**config.mk**
```make
export PLATFORM = sky130hd
export DESIGN_NAME = absorb_scheduler_flat
export DESIGN_NICKNAME = d
export VERILOG_FILES = /design/src/rtl/keccak_pkg.sv /design/src/rtl/absorb_scheduler_if.sv /design/src/rtl/msg_fifo.sv /design/src/rtl/absorb_scheduler.sv /design/src/flat_wrapper.sv
export SDC_FILE = /design/constraint.sdc
export NUM_CORES = 1
export LEC_CHECK = 0
export ABC_AREA = 0
export CORE_MARGIN = 2
export CORE_UTILIZATION = 64
export CTS_BUF_LIST = sky130_fd_sc_hd__clkbuf_8
export DETAILED_ROUTE_END_ITERATION = 8
export DONT_BUFFER_PORTS = 1
export PLACE_DENSITY = 0.85
export SLEW_MARGIN = 20
export SYNTH_ARGS = -nofsm -noshare
export SYNTH_HDL_FRONTEND = slang
export SYNTH_HIERARCHICAL = 1
export SYNTH_SLANG_ARGS = --single-unit
export TNS_END_PERCENT = 100
```
**constraint.sdc**
```tcl
create_clock -name clk -period 5.7 [get_ports clk]
set_input_delay 0.855 -clock clk [delete_from_list [all_inputs] [get_ports clk]]
set_output_delay 0.855 -clock clk [all_outputs]
set_load 0.02 [all_outputs]
```
**src/rtl/keccak_pkg.sv**
```systemverilog
// -----------------------------------------------------------------------------
// keccak_pkg
// Constants and types shared by the SHAKE absorb path:
//   LANE_W    width of one Keccak lane
//   RATE128   rate of SHAKE128, in lanes
//   RATE256   rate of SHAKE256, in lanes
//   PAD_END   final pad10*1 byte, XORed into the last rate lane
//   DOMAIN    SHAKE domain-separation byte (added by the message processor)
//   state_e   absorb scheduler states
// -----------------------------------------------------------------------------
package keccak_pkg;

  localparam int         LANE_W  = 64;
  localparam int         RATE128 = 21;
  localparam int         RATE256 = 17;
  localparam logic [7:0] PAD_END = 8'h80;
  localparam logic [7:0] DOMAIN  = 8'h1F;

  typedef enum logic [2:0] {
    S_IDLE,
    S_ABSORB,
    S_PAD,
    S_PERM,
    S_DONE
  } state_e;

  // Rate in lanes for the selected SHAKE variant (0 = SHAKE128, 1 = SHAKE256).
  function automatic logic [4:0] rate_of(input logic mode);
    return mode ? 5'(RATE256) : 5'(RATE128);
  endfunction

endpackage

```
**src/rtl/absorb_scheduler_if.sv**
```systemverilog
// -----------------------------------------------------------------------------
// absorb_scheduler_if
// Bundles the message-in side and the lane/permutation-out side of the absorb
// scheduler.
//   slave  : the scheduler (consumes msgn*, mode, perm_done)
//   master : its environment (message processor + Keccak core)
// Signals:
//   mode, msgn, msgn_val, lastmsgn_val   message word stream
//   in_ready                             upstream flow control
//   lane_data, lane_idx, lane_we         one XOR write into the state
//   perm_start, perm_done                permutation handshake
//   absorb_done, busy, blk_cnt, ovf_err  status
// -----------------------------------------------------------------------------
interface absorb_scheduler_if #(
  parameter int BLKCNT_W = 16
);

  logic                          mode;
  logic [keccak_pkg::LANE_W-1:0] msgn;
  logic                          msgn_val;
  logic                          lastmsgn_val;
  logic                          in_ready;
  logic [keccak_pkg::LANE_W-1:0] lane_data;
  logic [4:0]                    lane_idx;
  logic                          lane_we;
  logic                          perm_start;
  logic                          perm_done;
  logic                          absorb_done;
  logic                          busy;
  logic [BLKCNT_W-1:0]           blk_cnt;
  logic                          ovf_err;

  modport slave (
    input  mode, msgn, msgn_val, lastmsgn_val, perm_done,
    output in_ready, lane_data, lane_idx, lane_we, perm_start,
           absorb_done, busy, blk_cnt, ovf_err
  );

  modport master (
    output mode, msgn, msgn_val, lastmsgn_val, perm_done,
    input  in_ready, lane_data, lane_idx, lane_we, perm_start,
           absorb_done, busy, blk_cnt, ovf_err
  );

endinterface

```
**src/rtl/msg_fifo.sv**
```systemverilog
// -----------------------------------------------------------------------------
// msg_fifo
// Synchronous FIFO, DEPTH x WIDTH, with show-ahead read (pop_data is the
// current head). A push while full is dropped; push and pop in one cycle are
// both honoured.
// Ports:
//   clk, rstn            clock, async active-low reset
//   push, push_data      write request and data
//   pop, pop_data        read request and head data
//   count, full, empty   occupancy
// -----------------------------------------------------------------------------
module msg_fifo #(
  parameter int DEPTH = 4,
  parameter int WIDTH = 65,
  parameter int CNT_W = $clog2(DEPTH + 1)
) (
  input  logic             clk,
  input  logic             rstn,
  input  logic             push,
  input  logic [WIDTH-1:0] push_data,
  input  logic             pop,
  output logic [WIDTH-1:0] pop_data,
  output logic [CNT_W-1:0] count,
  output logic             full,
  output logic             empty
);

  localparam int PW = $clog2(DEPTH);

  logic [WIDTH-1:0] mem_q [DEPTH];
  logic [PW-1:0]    wr_ptr_q, wr_ptr_d;
  logic [PW-1:0]    rd_ptr_q, rd_ptr_d;
  logic [CNT_W-1:0] count_q, count_d;
  logic             do_push, do_pop;

  // Pointers wrap explicitly so DEPTH need not be a power of two.
  function automatic logic [PW-1:0] bump(input logic [PW-1:0] p);
    return (p == PW'(DEPTH - 1)) ? '0 : p + PW'(1);
  endfunction

  assign full     = (count_q == CNT_W'(DEPTH));
  assign empty    = (count_q == '0);
  assign count    = count_q;
  assign pop_data = mem_q[rd_ptr_q];

  // NOTE: combinational blocks assign every output a default first so no
  // path through them can infer a latch.
  always_comb begin
    do_push  = push && !full;
    do_pop   = pop && !empty;
    wr_ptr_d = do_push ? bump(wr_ptr_q) : wr_ptr_q;
    rd_ptr_d = do_pop  ? bump(rd_ptr_q) : rd_ptr_q;
    count_d  = count_q;
    if (do_push && !do_pop) begin
      count_d = count_q + CNT_W'(1);
    end else if (!do_push && do_pop) begin
      count_d = count_q - CNT_W'(1);
    end
  end

  // NOTE: flops use non-blocking assignment so every register samples the
  // pre-edge value of every other register.
  always_ff @(posedge clk or negedge rstn) begin
    if (!rstn) begin
      wr_ptr_q <= '0;
      rd_ptr_q <= '0;
      count_q  <= '0;
    end else begin
      wr_ptr_q <= wr_ptr_d;
      rd_ptr_q <= rd_ptr_d;
      count_q  <= count_d;
    end
  end

  // NOTE: storage is deliberately left out of reset; the pointers and count
  // define which entries are meaningful, and this keeps it a plain RAM.
  always_ff @(posedge clk) begin
    if (do_push) begin
      mem_q[wr_ptr_q] <= push_data;
    end
  end

endmodule

```
**src/rtl/absorb_scheduler.sv**
```systemverilog
// -----------------------------------------------------------------------------
// absorb_scheduler
// Buffers padded 64-bit message words and schedules their XOR into the rate
// lanes of the Keccak state, inserting the final 0x80 pad byte and issuing one
// permutation per rate block.
// Ports:
//   clk, rstn   clock, async active-low reset
//   bus         absorb_scheduler_if.slave (message in, lane writes out,
//               permutation handshake, status)
// -----------------------------------------------------------------------------
module absorb_scheduler
  import keccak_pkg::*;
#(
  parameter int FIFO_DEPTH = 4,
  parameter int BLKCNT_W   = 16
) (
  input  logic                clk,
  input  logic                rstn,
  absorb_scheduler_if.slave   bus
);

  localparam int CW = $clog2(FIFO_DEPTH + 1);

  logic [LANE_W:0]     head;
  logic [CW-1:0]       fifo_count;
  logic                fifo_full, fifo_empty, pop;

  state_e              state_q, state_d;
  logic [4:0]          rate_q, rate_d;
  logic [4:0]          lane_q, lane_d;
  logic [BLKCNT_W-1:0] blk_cnt_q, blk_cnt_d;
  logic                last_seen_q, last_seen_d;
  logic                final_q, final_d;        // last word of message popped
  logic                perm_sent_q, perm_sent_d;
  logic                ovf_err_q, ovf_err_d;
  logic                lane_we_q, lane_we_d;
  logic [4:0]          lane_idx_q, lane_idx_d;
  logic [LANE_W-1:0]   lane_data_q, lane_data_d;
  logic                perm_start_q, perm_start_d;
  logic                absorb_done_q, absorb_done_d;

  msg_fifo #(.DEPTH(FIFO_DEPTH), .WIDTH(LANE_W + 1), .CNT_W(CW)) u_fifo (
    .clk       (clk),
    .rstn      (rstn),
    .push      (bus.msgn_val),
    .push_data ({bus.lastmsgn_val, bus.msgn}),
    .pop       (pop),
    .pop_data  (head),
    .count     (fifo_count),
    .full      (fifo_full),
    .empty     (fifo_empty)
  );

  // Headroom of three entries: a word in flight, the processor register and
  // the processor's trailing word.
  assign bus.in_ready    = (fifo_count <= CW'(FIFO_DEPTH - 3)) && !last_seen_q;
  assign bus.busy        = (state_q != S_IDLE);
  assign bus.lane_we     = lane_we_q;
  assign bus.lane_idx    = lane_idx_q;
  assign bus.lane_data   = lane_data_q;
  assign bus.perm_start  = perm_start_q;
  assign bus.absorb_done = absorb_done_q;
  assign bus.blk_cnt     = blk_cnt_q;
  assign bus.ovf_err     = ovf_err_q;

  always_comb begin
    state_d       = state_q;
    rate_d        = rate_q;
    lane_d        = lane_q;
    blk_cnt_d     = blk_cnt_q;
    final_d       = final_q;
    perm_sent_d   = perm_sent_q;
    lane_we_d     = 1'b0;
    lane_idx_d    = lane_idx_q;
    lane_data_d   = lane_data_q;
    perm_start_d  = 1'b0;
    absorb_done_d = 1'b0;
    pop           = 1'b0;
    last_seen_d   = last_seen_q |
                    (bus.msgn_val && bus.lastmsgn_val && !fifo_full);
    ovf_err_d     = ovf_err_q | (bus.msgn_val && fifo_full);

    unique case (state_q)
      S_IDLE: begin
        if (!fifo_empty) begin
          state_d   = S_ABSORB;
          rate_d    = rate_of(bus.mode);
          lane_d    = '0;
          blk_cnt_d = '0;
          final_d   = 1'b0;
        end
      end

      S_ABSORB: begin
        if (!fifo_empty) begin
          pop         = 1'b1;
          lane_we_d   = 1'b1;
          lane_idx_d  = lane_q;
          lane_data_d = head[LANE_W-1:0];
          final_d     = head[LANE_W];
          if (lane_q == rate_q - 5'd1) begin
            // Block is full: the pad end byte shares the last lane if this
            // is also the last word.
            lane_d  = '0;
            state_d = S_PERM;
            if (head[LANE_W]) begin
              lane_data_d = head[LANE_W-1:0] ^ LANE_W'(PAD_END);
            end
          end else begin
            lane_d = lane_q + 5'd1;
            if (head[LANE_W]) begin
              state_d = S_PAD;
            end
          end
        end
      end

      S_PAD: begin
        // Intermediate zero lanes need no write; only the end byte does.
        lane_we_d   = 1'b1;
        lane_idx_d  = rate_q - 5'd1;
        lane_data_d = LANE_W'(PAD_END);
        state_d     = S_PERM;
      end

      S_PERM: begin
        // The start pulse trails the final lane write by one cycle so the
        // two never coincide.
        if (!perm_sent_q) begin
          perm_start_d = 1'b1;
          perm_sent_d  = 1'b1;
          blk_cnt_d    = blk_cnt_q + BLKCNT_W'(1);
        end else if (bus.perm_done) begin
          perm_sent_d = 1'b0;
          state_d     = final_q ? S_DONE : S_ABSORB;
        end
      end

      S_DONE: begin
        absorb_done_d = 1'b1;
        last_seen_d   = 1'b0;
        state_d       = S_IDLE;
      end

      default: state_d = S_IDLE;
    endcase
  end

  always_ff @(posedge clk or negedge rstn) begin
    if (!rstn) begin
      state_q       <= S_IDLE;
      rate_q        <= 5'(RATE128);
      lane_q        <= '0;
      blk_cnt_q     <= '0;
      last_seen_q   <= 1'b0;
      final_q       <= 1'b0;
      perm_sent_q   <= 1'b0;
      ovf_err_q     <= 1'b0;
      lane_we_q     <= 1'b0;
      lane_idx_q    <= '0;
      lane_data_q   <= '0;
      perm_start_q  <= 1'b0;
      absorb_done_q <= 1'b0;
    end else begin
      state_q       <= state_d;
      rate_q        <= rate_d;
      lane_q        <= lane_d;
      blk_cnt_q     <= blk_cnt_d;
      last_seen_q   <= last_seen_d;
      final_q       <= final_d;
      perm_sent_q   <= perm_sent_d;
      ovf_err_q     <= ovf_err_d;
      lane_we_q     <= lane_we_d;
      lane_idx_q    <= lane_idx_d;
      lane_data_q   <= lane_data_d;
      perm_start_q  <= perm_start_d;
      absorb_done_q <= absorb_done_d;
    end
  end

endmodule

```
**src/flat_wrapper.sv**
```systemverilog
// flat-port wrapper written by rule: the top's interface ports become plain ports
module absorb_scheduler_flat import keccak_pkg::*;
#(
  parameter int FIFO_DEPTH = 4,
  parameter int BLKCNT_W   = 16
)
  (clk, rstn, bus_mode, bus_msgn, bus_msgn_val, bus_lastmsgn_val, bus_perm_done, bus_in_ready, bus_lane_data, bus_lane_idx, bus_lane_we, bus_perm_start, bus_absorb_done, bus_busy, bus_blk_cnt, bus_ovf_err);
  absorb_scheduler_if #(.BLKCNT_W(BLKCNT_W)) bus_i ();
  input  logic clk;
  input  logic rstn;
  input wire logic [$bits(bus_i.mode)-1:0] bus_mode;
  input wire logic [$bits(bus_i.msgn)-1:0] bus_msgn;
  input wire logic [$bits(bus_i.msgn_val)-1:0] bus_msgn_val;
  input wire logic [$bits(bus_i.lastmsgn_val)-1:0] bus_lastmsgn_val;
  input wire logic [$bits(bus_i.perm_done)-1:0] bus_perm_done;
  output wire logic [$bits(bus_i.in_ready)-1:0] bus_in_ready;
  output wire logic [$bits(bus_i.lane_data)-1:0] bus_lane_data;
  output wire logic [$bits(bus_i.lane_idx)-1:0] bus_lane_idx;
  output wire logic [$bits(bus_i.lane_we)-1:0] bus_lane_we;
  output wire logic [$bits(bus_i.perm_start)-1:0] bus_perm_start;
  output wire logic [$bits(bus_i.absorb_done)-1:0] bus_absorb_done;
  output wire logic [$bits(bus_i.busy)-1:0] bus_busy;
  output wire logic [$bits(bus_i.blk_cnt)-1:0] bus_blk_cnt;
  output wire logic [$bits(bus_i.ovf_err)-1:0] bus_ovf_err;
  assign bus_i.mode = bus_mode;
  assign bus_i.msgn = bus_msgn;
  assign bus_i.msgn_val = bus_msgn_val;
  assign bus_i.lastmsgn_val = bus_lastmsgn_val;
  assign bus_i.perm_done = bus_perm_done;
  assign bus_in_ready = bus_i.in_ready;
  assign bus_lane_data = bus_i.lane_data;
  assign bus_lane_idx = bus_i.lane_idx;
  assign bus_lane_we = bus_i.lane_we;
  assign bus_perm_start = bus_i.perm_start;
  assign bus_absorb_done = bus_i.absorb_done;
  assign bus_busy = bus_i.busy;
  assign bus_blk_cnt = bus_i.blk_cnt;
  assign bus_ovf_err = bus_i.ovf_err;
  absorb_scheduler #(.FIFO_DEPTH(FIFO_DEPTH), .BLKCNT_W(BLKCNT_W)) u_core (.clk(clk), .rstn(rstn), .bus(bus_i));
endmodule
```
Word level (Yosys, flattened, before mapping):

Memory sizes are Yosys's and may differ from the RTL's.
Index checks and enable logic that the tools add are counted.

* output and inout port bits: 91
* memories kept: 1
* flip-flop bits (word level): 112
* bits in writable memories: 260

Memory list
* u_core.u_fifo.mem_q: words 4, bits a word 65, read ports 1, clocked after memory_dff 0, write ports 1, RTL line msg_fifo.sv:30 `logic [WIDTH-1:0] mem_q [DEPTH];`

* multiplexer cells: 40
* eq/ne operators: 14
* add/subtract/negate cells: 7
* reduce and logical (&&, ||, !) cells: 25
* order comparisons: 1
* bitwise gates (word level): 4

Operators with widths (count)
* $pmux 64 s2: 1
* $mux 64: 1
* $mux 16: 2
* $pmux 16 s2: 1
* $mux 3: 10
* $mux 5: 4
* $pmux 5 s2: 2
* $add 16x1->16 const B: 1
* $mux 8: 2
* $mux 1: 12
* $pmux 3 s4: 1
* $logic_and 1x1->1: 8
* $ne 2x2->1 const B: 4
* $reduce_bool 2->1: 4
* $eq 3x2->1 const B: 2
* $eq 3x3->1 const B: 2
* $logic_not 3->1: 2
* $reduce_and 3->1: 2
* $add 5x1->5 const B: 1
* $eq 5x5->1: 1
* $logic_not 1->1: 5
* $reduce_and 5->1: 1
* $sub 5x1->5 const B: 1
* $add 2x1->2 const B: 2
* other kinds (13): 19

Depth between registers and ports, before layout:

* depth in word-level cells: 7
* depth in mapped cells: 12
* gate-level depth less buffers: 10

Cells and area by module:

The synthesis kept the hierarchy.

Modules (own cells, without submodules)
* msg_fifo: times used 1, cells an instance 377, seq. area each 7982.7 µm², area an instance 9857.0 µm²
* absorb_scheduler: times used 1, cells an instance 337, seq. area each 2528.7 µm², area an instance 4154.0 µm²

Least setup slack after synthesis:

Ideal clock, no wire load.

* path type: input to register
* from: input bus_msgn_val
* to: memory u_core.u_fifo.mem_q[0][0] (enable)
* setup time: 0.430 ns
* buffers on the path: 1
* arrival time: 2.658 ns
* data required time: 5.270 ns
* stages on the path: 3
* setup slack: 2.612 ns
* cell sequence: nor2b_1 > buf_2 > and2_1

* word-level cells in the longest chain between the ends: 3

Ends and longest elaborated chain
* start, declared: RTL line flat_wrapper.sv:13 `input wire logic [$bits(bus_i.msgn_val)-1:0] bus_msgn_val;`
* $logic_and 1x1->1: RTL line msg_fifo.sv:49 `do_push = push && !full;`
* via u_core.u_fifo.do_push: RTL line msg_fifo.sv:34 `logic do_push, do_pop;`
* $mux 1: RTL line msg_fifo.sv:78 `if (do_push) begin`
* $mux 1 (implied by the code): RTL line msg_fifo.sv:79 `mem_q[wr_ptr_q] <= push_data;`
* end, declared: RTL line msg_fifo.sv:30

The timed path passes the listed nets, and every way through them passes these cells.

Worst setup path after layout:

* from: register u_core.u_fifo.count_q[1] (netlist: u_core/u_fifo/count[1])
* to: register u_core.lane_data_q[58] (netlist: u_core/bus.lane_data[58])

* word-level cells in the longest chain between the ends: 3

Ends and longest elaborated chain
* start, declared: RTL line msg_fifo.sv:33 `logic [CNT_W-1:0] count_q, count_d;`
* start signal, assigned: RTL line msg_fifo.sv:71 `count_q <= count_d;`
* $logic_not 3->1: RTL line msg_fifo.sv:42 `assign empty = (count_q == '0);`
* via u_core.fifo_empty: RTL line absorb_scheduler.sv:26 `logic fifo_full, fifo_empty, pop;`
* $ne 2x2->1 (no source line)
* $reduce_and 2->1 (no source line)
* end signal, assigned: RTL line absorb_scheduler.sv:175 `lane_data_q <= lane_data_d;`
* end, declared: RTL line absorb_scheduler.sv:38 `logic [LANE_W-1:0] lane_data_q, lane_data_d;`

The timed path passes the listed nets, and every way through them passes these cells.
A chain may end at the register's enable or synchronous reset.

==> metrics.txt <==
# TYPE chip_impl_metric gauge
chip_impl_metric{name="synth_cell_type_count",unit=""} 55
chip_impl_metric{name="pwr_density_cell",unit="nW/um^2"} 551
chip_impl_metric{name="wirelength",unit="mm"} 26.1
chip_impl_info{name="tritoncts",value="done"} 1
chip_impl_metric{name="pwr-share-comb",unit=""} 0.237
chip_impl_metric{name="clock_sink_count",unit=""} 368
chip_impl_metric{name="vias",unit=""} 6815
chip_impl_metric{name="max_freq",unit="MHz"} 331
chip_impl_metric{name="die_span_y",unit="um"} 152
chip_impl_info{name="cts.root.buffer_cell",value="clkbuf_8"} 1
chip_impl_metric{name="route.detailed.wl_per_inst",unit="um"} 24.6
chip_impl_metric{name="synthesis.nets",unit=""} 794
chip_impl_metric{name="ctsResizeCount",unit=""} 0
chip_impl_metric{name="synth_enable_flop_cells",unit=""} 260
chip_impl_info{name="worstSetupStartpointType",value="register"} 1
chip_impl_metric{name="layout_area_growth_over_synthesis",unit="%"} 8.34
chip_impl_metric{name="swShare",unit=""} 0.335
chip_impl_metric{name="yosysWarnings",unit=""} 6
chip_impl_metric{name="grt_max_degree",unit=""} 108
chip_impl_metric{name="n_antenna_cell",unit=""} 0
chip_impl_metric{name="dp_hpwl",unit="mm"} 14.8
chip_impl_metric{name="worst-slew-pin-transition",unit="ns"} 1.11
chip_impl_metric{name="critical_path_buffer_and_inverter_count",unit=""} 1
chip_impl_metric{name="period_minus_slack",unit="ns"} 3.02
chip_impl_metric{name="synth-simple-area-share",unit=""} 0.0337
chip_impl_info{name="status",value="completed"} 1
chip_impl_metric{name="net_count_final",unit=""} 816
chip_impl_metric{name="reg2reg_slack",unit="ns"} 2.68
chip_impl_metric{name="global_route.usage.total",unit=""} 0.230
chip_impl_metric{name="first_pass_iters",unit=""} 5
chip_impl_metric{name="post-place-cells",unit=""} 959
chip_impl_metric{name="skew",unit="ns"} 0.0472
chip_impl_info{name="synth_ff_type",value="edfxtp_1"} 1
chip_impl_metric{name="final-max-slew-violation-count",unit=""} 0
chip_impl_metric{name="placement.io_buffers",unit=""} 0
chip_impl_info{name="synth_top_family_by_area",value="multiplexers"} 1
chip_impl_info{name="setup.worst_path.class",value="register to register"} 1
chip_impl_metric{name="power_frac_seq",unit=""} 0.531
chip_impl_metric{name="post_synth_instance_area",unit="um^2"} 14000
chip_impl_metric{name="instances_no_fill",unit=""} 1061
chip_impl_metric{name="grt_pass1_wl",unit="mm"} 41.4
chip_impl_metric{name="syn_inst",unit=""} 714
chip_impl_info{name="critical_path.reg2reg.startpoint",value="u_core/u_fifo/count[1]"} 1
chip_impl_metric{name="die_width",unit="um"} 152
chip_impl_info{name="grt_setup_unrepaired",value="false"} 1
chip_impl_metric{name="core.rowCount",unit=""} 54
chip_impl_metric{name="setup-tns-final",unit="ns"} 0
chip_impl_metric{name="insertion_delay_of_the_later_clocked_pin_in_the_worst_skew_pair",unit="ns"} 0.61
chip_impl_metric{name="drc_errors",unit=""} 0
chip_impl_metric{name="antenna_found_initial",unit=""} 0
chip_impl_metric{name="synth_async_sr_flop_share",unit=""} 0.293
chip_impl_metric{name="drtIter0Drc",unit=""} 506
chip_impl_metric{name="power.net_switching",unit="mW"} 2.80
chip_impl_metric{name="floorplan_core_area",unit="um^2"} 21700
chip_impl_metric{name="maxCapViolCount",unit=""} 0
chip_impl_metric{name="clkSlewWorstSetupHoldPaths",unit="ns"} 0.06
chip_impl_metric{name="reg2regPathDepth",unit=""} 5
chip_impl_info{name="critical_path.cell_chain",value="nor3_1 -> or4b_1 -> and2_2 -> buf_4 -> a22o_1"} 1
chip_impl_metric{name="drive_above_1_share",unit=""} 0.205
chip_impl_metric{name="final.period_utilization",unit=""} 0.530
chip_impl_metric{name="timing.critical_path.fanout_max",unit=""} 41
chip_impl_info{name="worst_setup_path_startpoint",value="u_core/u_fifo/count[1]"} 1
chip_impl_metric{name="clk_path_buf_depth",unit=""} 3
chip_impl_metric{name="boundaryPins",unit=""} 161
chip_impl_metric{name="yosys_register_bits",unit=""} 368
chip_impl_info{name="critical_path_slowest_stage_cell",value="nor3_1"} 1
chip_impl_info{name="gate_family_responsible_for_the_most_delay_along_the_worst_path",value="simple AND/OR/NAND/NOR gates"} 1
chip_impl_metric{name="max_stage_delay",unit="ns"} 0.65
chip_impl_metric{name="post_synth_mux_area_share",unit=""} 0.112
chip_impl_info{name="crit-reg2reg-capture",value="u_core/bus.lane_data[58]"} 1
chip_impl_metric{name="routabilityCongestion",unit=""} 0.797
chip_impl_metric{name="critical_path_arrival",unit="ns"} 3.52
chip_impl_metric{name="adder_cell_area_share_of_the_yosys_netlist",unit=""} 0.00947
chip_impl_metric{name="grt_overflow_total",unit=""} 0
chip_impl_metric{name="number_of_cts_inserted_buffers",unit=""} 54
chip_impl_metric{name="hold_violations",unit=""} 0
chip_impl_metric{name="syn_avg_cell_area",unit="um^2"} 19.6
chip_impl_metric{name="synth_xor_xnor_area_share",unit=""} 0.00875
chip_impl_metric{name="clock_h_tree_levels",unit=""} 2
chip_impl_metric{name="power.ir.vdd_worst",unit="V"} 0.000353
chip_impl_info{name="timing.hold.worst.class",value="input pin to async pin"} 1
chip_impl_metric{name="post_synthesis_compound_gate_area_fraction",unit=""} 0.0615
chip_impl_metric{name="share_clk_of_total_power",unit=""} 0.232
chip_impl_metric{name="postRouteAntennaNets",unit=""} 0
chip_impl_metric{name="cellInternalPower",unit="mW"} 5.57
chip_impl_metric{name="initial_core_util",unit=""} 0.646
chip_impl_info{name="critPathCaptureType",value="register"} 1
chip_impl_metric{name="crit_required",unit="ns"} 6.20
chip_impl_metric{name="p_leak",unit="nW"} 5.56
chip_impl_metric{name="timing.slew.headroom",unit=""} 0.263
chip_impl_metric{name="floorplan.die_area",unit="um^2"} 23100
chip_impl_metric{name="place_ws",unit="ns"} 2.68
chip_impl_metric{name="setup_slack",unit="ns"} 2.68
chip_impl_metric{name="routed_via_density",unit=""} 6.42
chip_impl_metric{name="synth_seq_area_share",unit=""} 0.750
chip_impl_metric{name="report.final.setup_viol",unit=""} 0
chip_impl_metric{name="grt_pass1_vias",unit=""} 7603
## power groups by stage
stage          Clock [mW]  Combinational (mW)  Sequential [mW]
2_1_floorplan           0                1.88             4.16
3_3_place_gp            0                1.89             4.45
3_5_place_dp            0                1.99             4.50
4_1_cts              1.98                2.01             4.46
5_1_grt              2.09                2.17             4.53
6_report             1.94                1.99             4.44
## synth_stat cells (7+ instances only)
| master | count | area (um^2) |
|---|---|---|
| a22o_1 | 65 | 569 |
| and2_1 | 7 | 43.8 |
| buf_2 | 8 | 40.0 |
| buf_6 | 7 | 78.8 |
| clkbuf_1 | 17 | 63.8 |
| dfrtp_1 | 107 | 2680 |
| edfxtp_1 | 260 | 7810 |
| ha_1 | 9 | 113 |
| inv_1 | 12 | 45.0 |
| mux4_2 | 65 | 1460 |
| nand2_1 | 15 | 56.3 |
| nand3_1 | 11 | 55.1 |
| nor2_1 | 24 | 90.1 |
| xnor2_1 | 10 | 87.6 |
## layout make-up
cell class                 instances  area, um^2
clock buffer                      61         840
clock inverter                    40         188
fill                            1267        6510
inverter                          14        52.6
multi-input combinational        293        3170
sequential                       368       10500
tap                              280         350
timing repair buffer               5        57.6
## worst reg2reg max path, cell delays in order, from the launching register on
cell and delay, ns:
dfrtp_1 0.47, nor3_1 0.65, or4b_1 0.41, and2_2 0.61, buf_4 0.58, a22o_1 0.24
## per-stage QoR
stage	utilization	power, mW	hold slack, ns	area, um^2
5_1_grt	0.700	8.79	0.0997	15200
3_5_place_dp	0.651	6.49	0.485	14100
4_1_cts	0.700	8.45	0.101	15200
6_report	0.700	8.37	0.135	15200
2_1_floorplan	-	6.03	0.463	14000
3_3_place_gp	0.651	6.34	0.478	14100
## what timing repair did
| item | in CTS | in global routing |
|---|---|---|
| hold endpoints to repair | 107 | 0 |
| hold buffers | 1 | 0 |
| buffers inserted | 0 | 0 |
## kinds of logic (layout without fill, tap and decap cells)
logic type / after synthesis / count (layout)
XOR/XNOR: 14 / 14
adder cells (fa/ha/maj): 10 / 10
flip-flops: 368 / 368
AND/OR/NAND/NOR: 89 / 89
AO/OA/AOI/OAI: 105 / 105
buffers and inverters: 53 / 120
multiplexers: 75 / 75
## flip-flops by register name, indices dropped and copies added (netlist names)
register / count
u_core/final_q: 1
u_core/u_fifo/wr_ptr_q: 2
u_core/bus.lane_idx: 5
u_core/bus.ovf_err: 1
u_core/u_fifo/mem_q: 260
u_core/rate_q: 1
u_core/bus.lane_we: 1
u_core/last_seen_q: 1
u_core/perm_sent_q: 1
u_core/bus.perm_start: 1
u_core/state_q: 3
u_core/bus.blk_cnt: 16
u_core/u_fifo/rd_ptr_q: 2
u_core/bus.lane_data: 64
u_core/bus.absorb_done: 1
u_core/lane_q: 5
u_core/u_fifo/count: 3
## placed cells by master (no fill, tap or decap), types with 3 or more instances in the layout
master	count
and2_4	4
a21oi_1	6
nor2_1	24
xor2_1	4
mux2_2	4
nor2b_1	4
clkinv_2	4
edfxtp_1	260
nor3_1	5
mux4_2	65
mux2i_1	3
nand3_1	11
dfrtp_1	105
o21ai_1	3
o21ai_0	5
a22o_1	65
a211oi_1	3
and3_1	3
xnor2_1	10
clkbuf_8	61
inv_1	45
mux2_1	3
nand2_1	15
buf_4	4
a31oi_1	6
ha_1	9
or3_1	6
## per-layer routing
| metal | up-vias | part of all wire | track usage |
|---|---|---|---|
| li1 | 2906 | - | - |
| met1 | 3561 | 0.37 | 0.280 |
| met2 | 287 | 0.52 | 0.386 |
| met3 | 61 | 0.094 | 0.0833 |
| met4 | 0 | 0.024 | 0.0757 |
| met5 | - | 0 | 0 |
## worst max-delay path by stage
stage                                            to  depth (start not counted)
after floorplan           u_core/u_fifo/mem_q[0][0]                          3
after global placement     u_core/bus.lane_data[45]                          5
after detailed placement   u_core/bus.lane_data[25]                          5
after CTS                  u_core/bus.lane_data[58]                          5
after global routing       u_core/bus.lane_data[58]                          5
final                      u_core/bus.lane_data[58]                          5
Note: power is estimated with default switching activity, not from simulation.
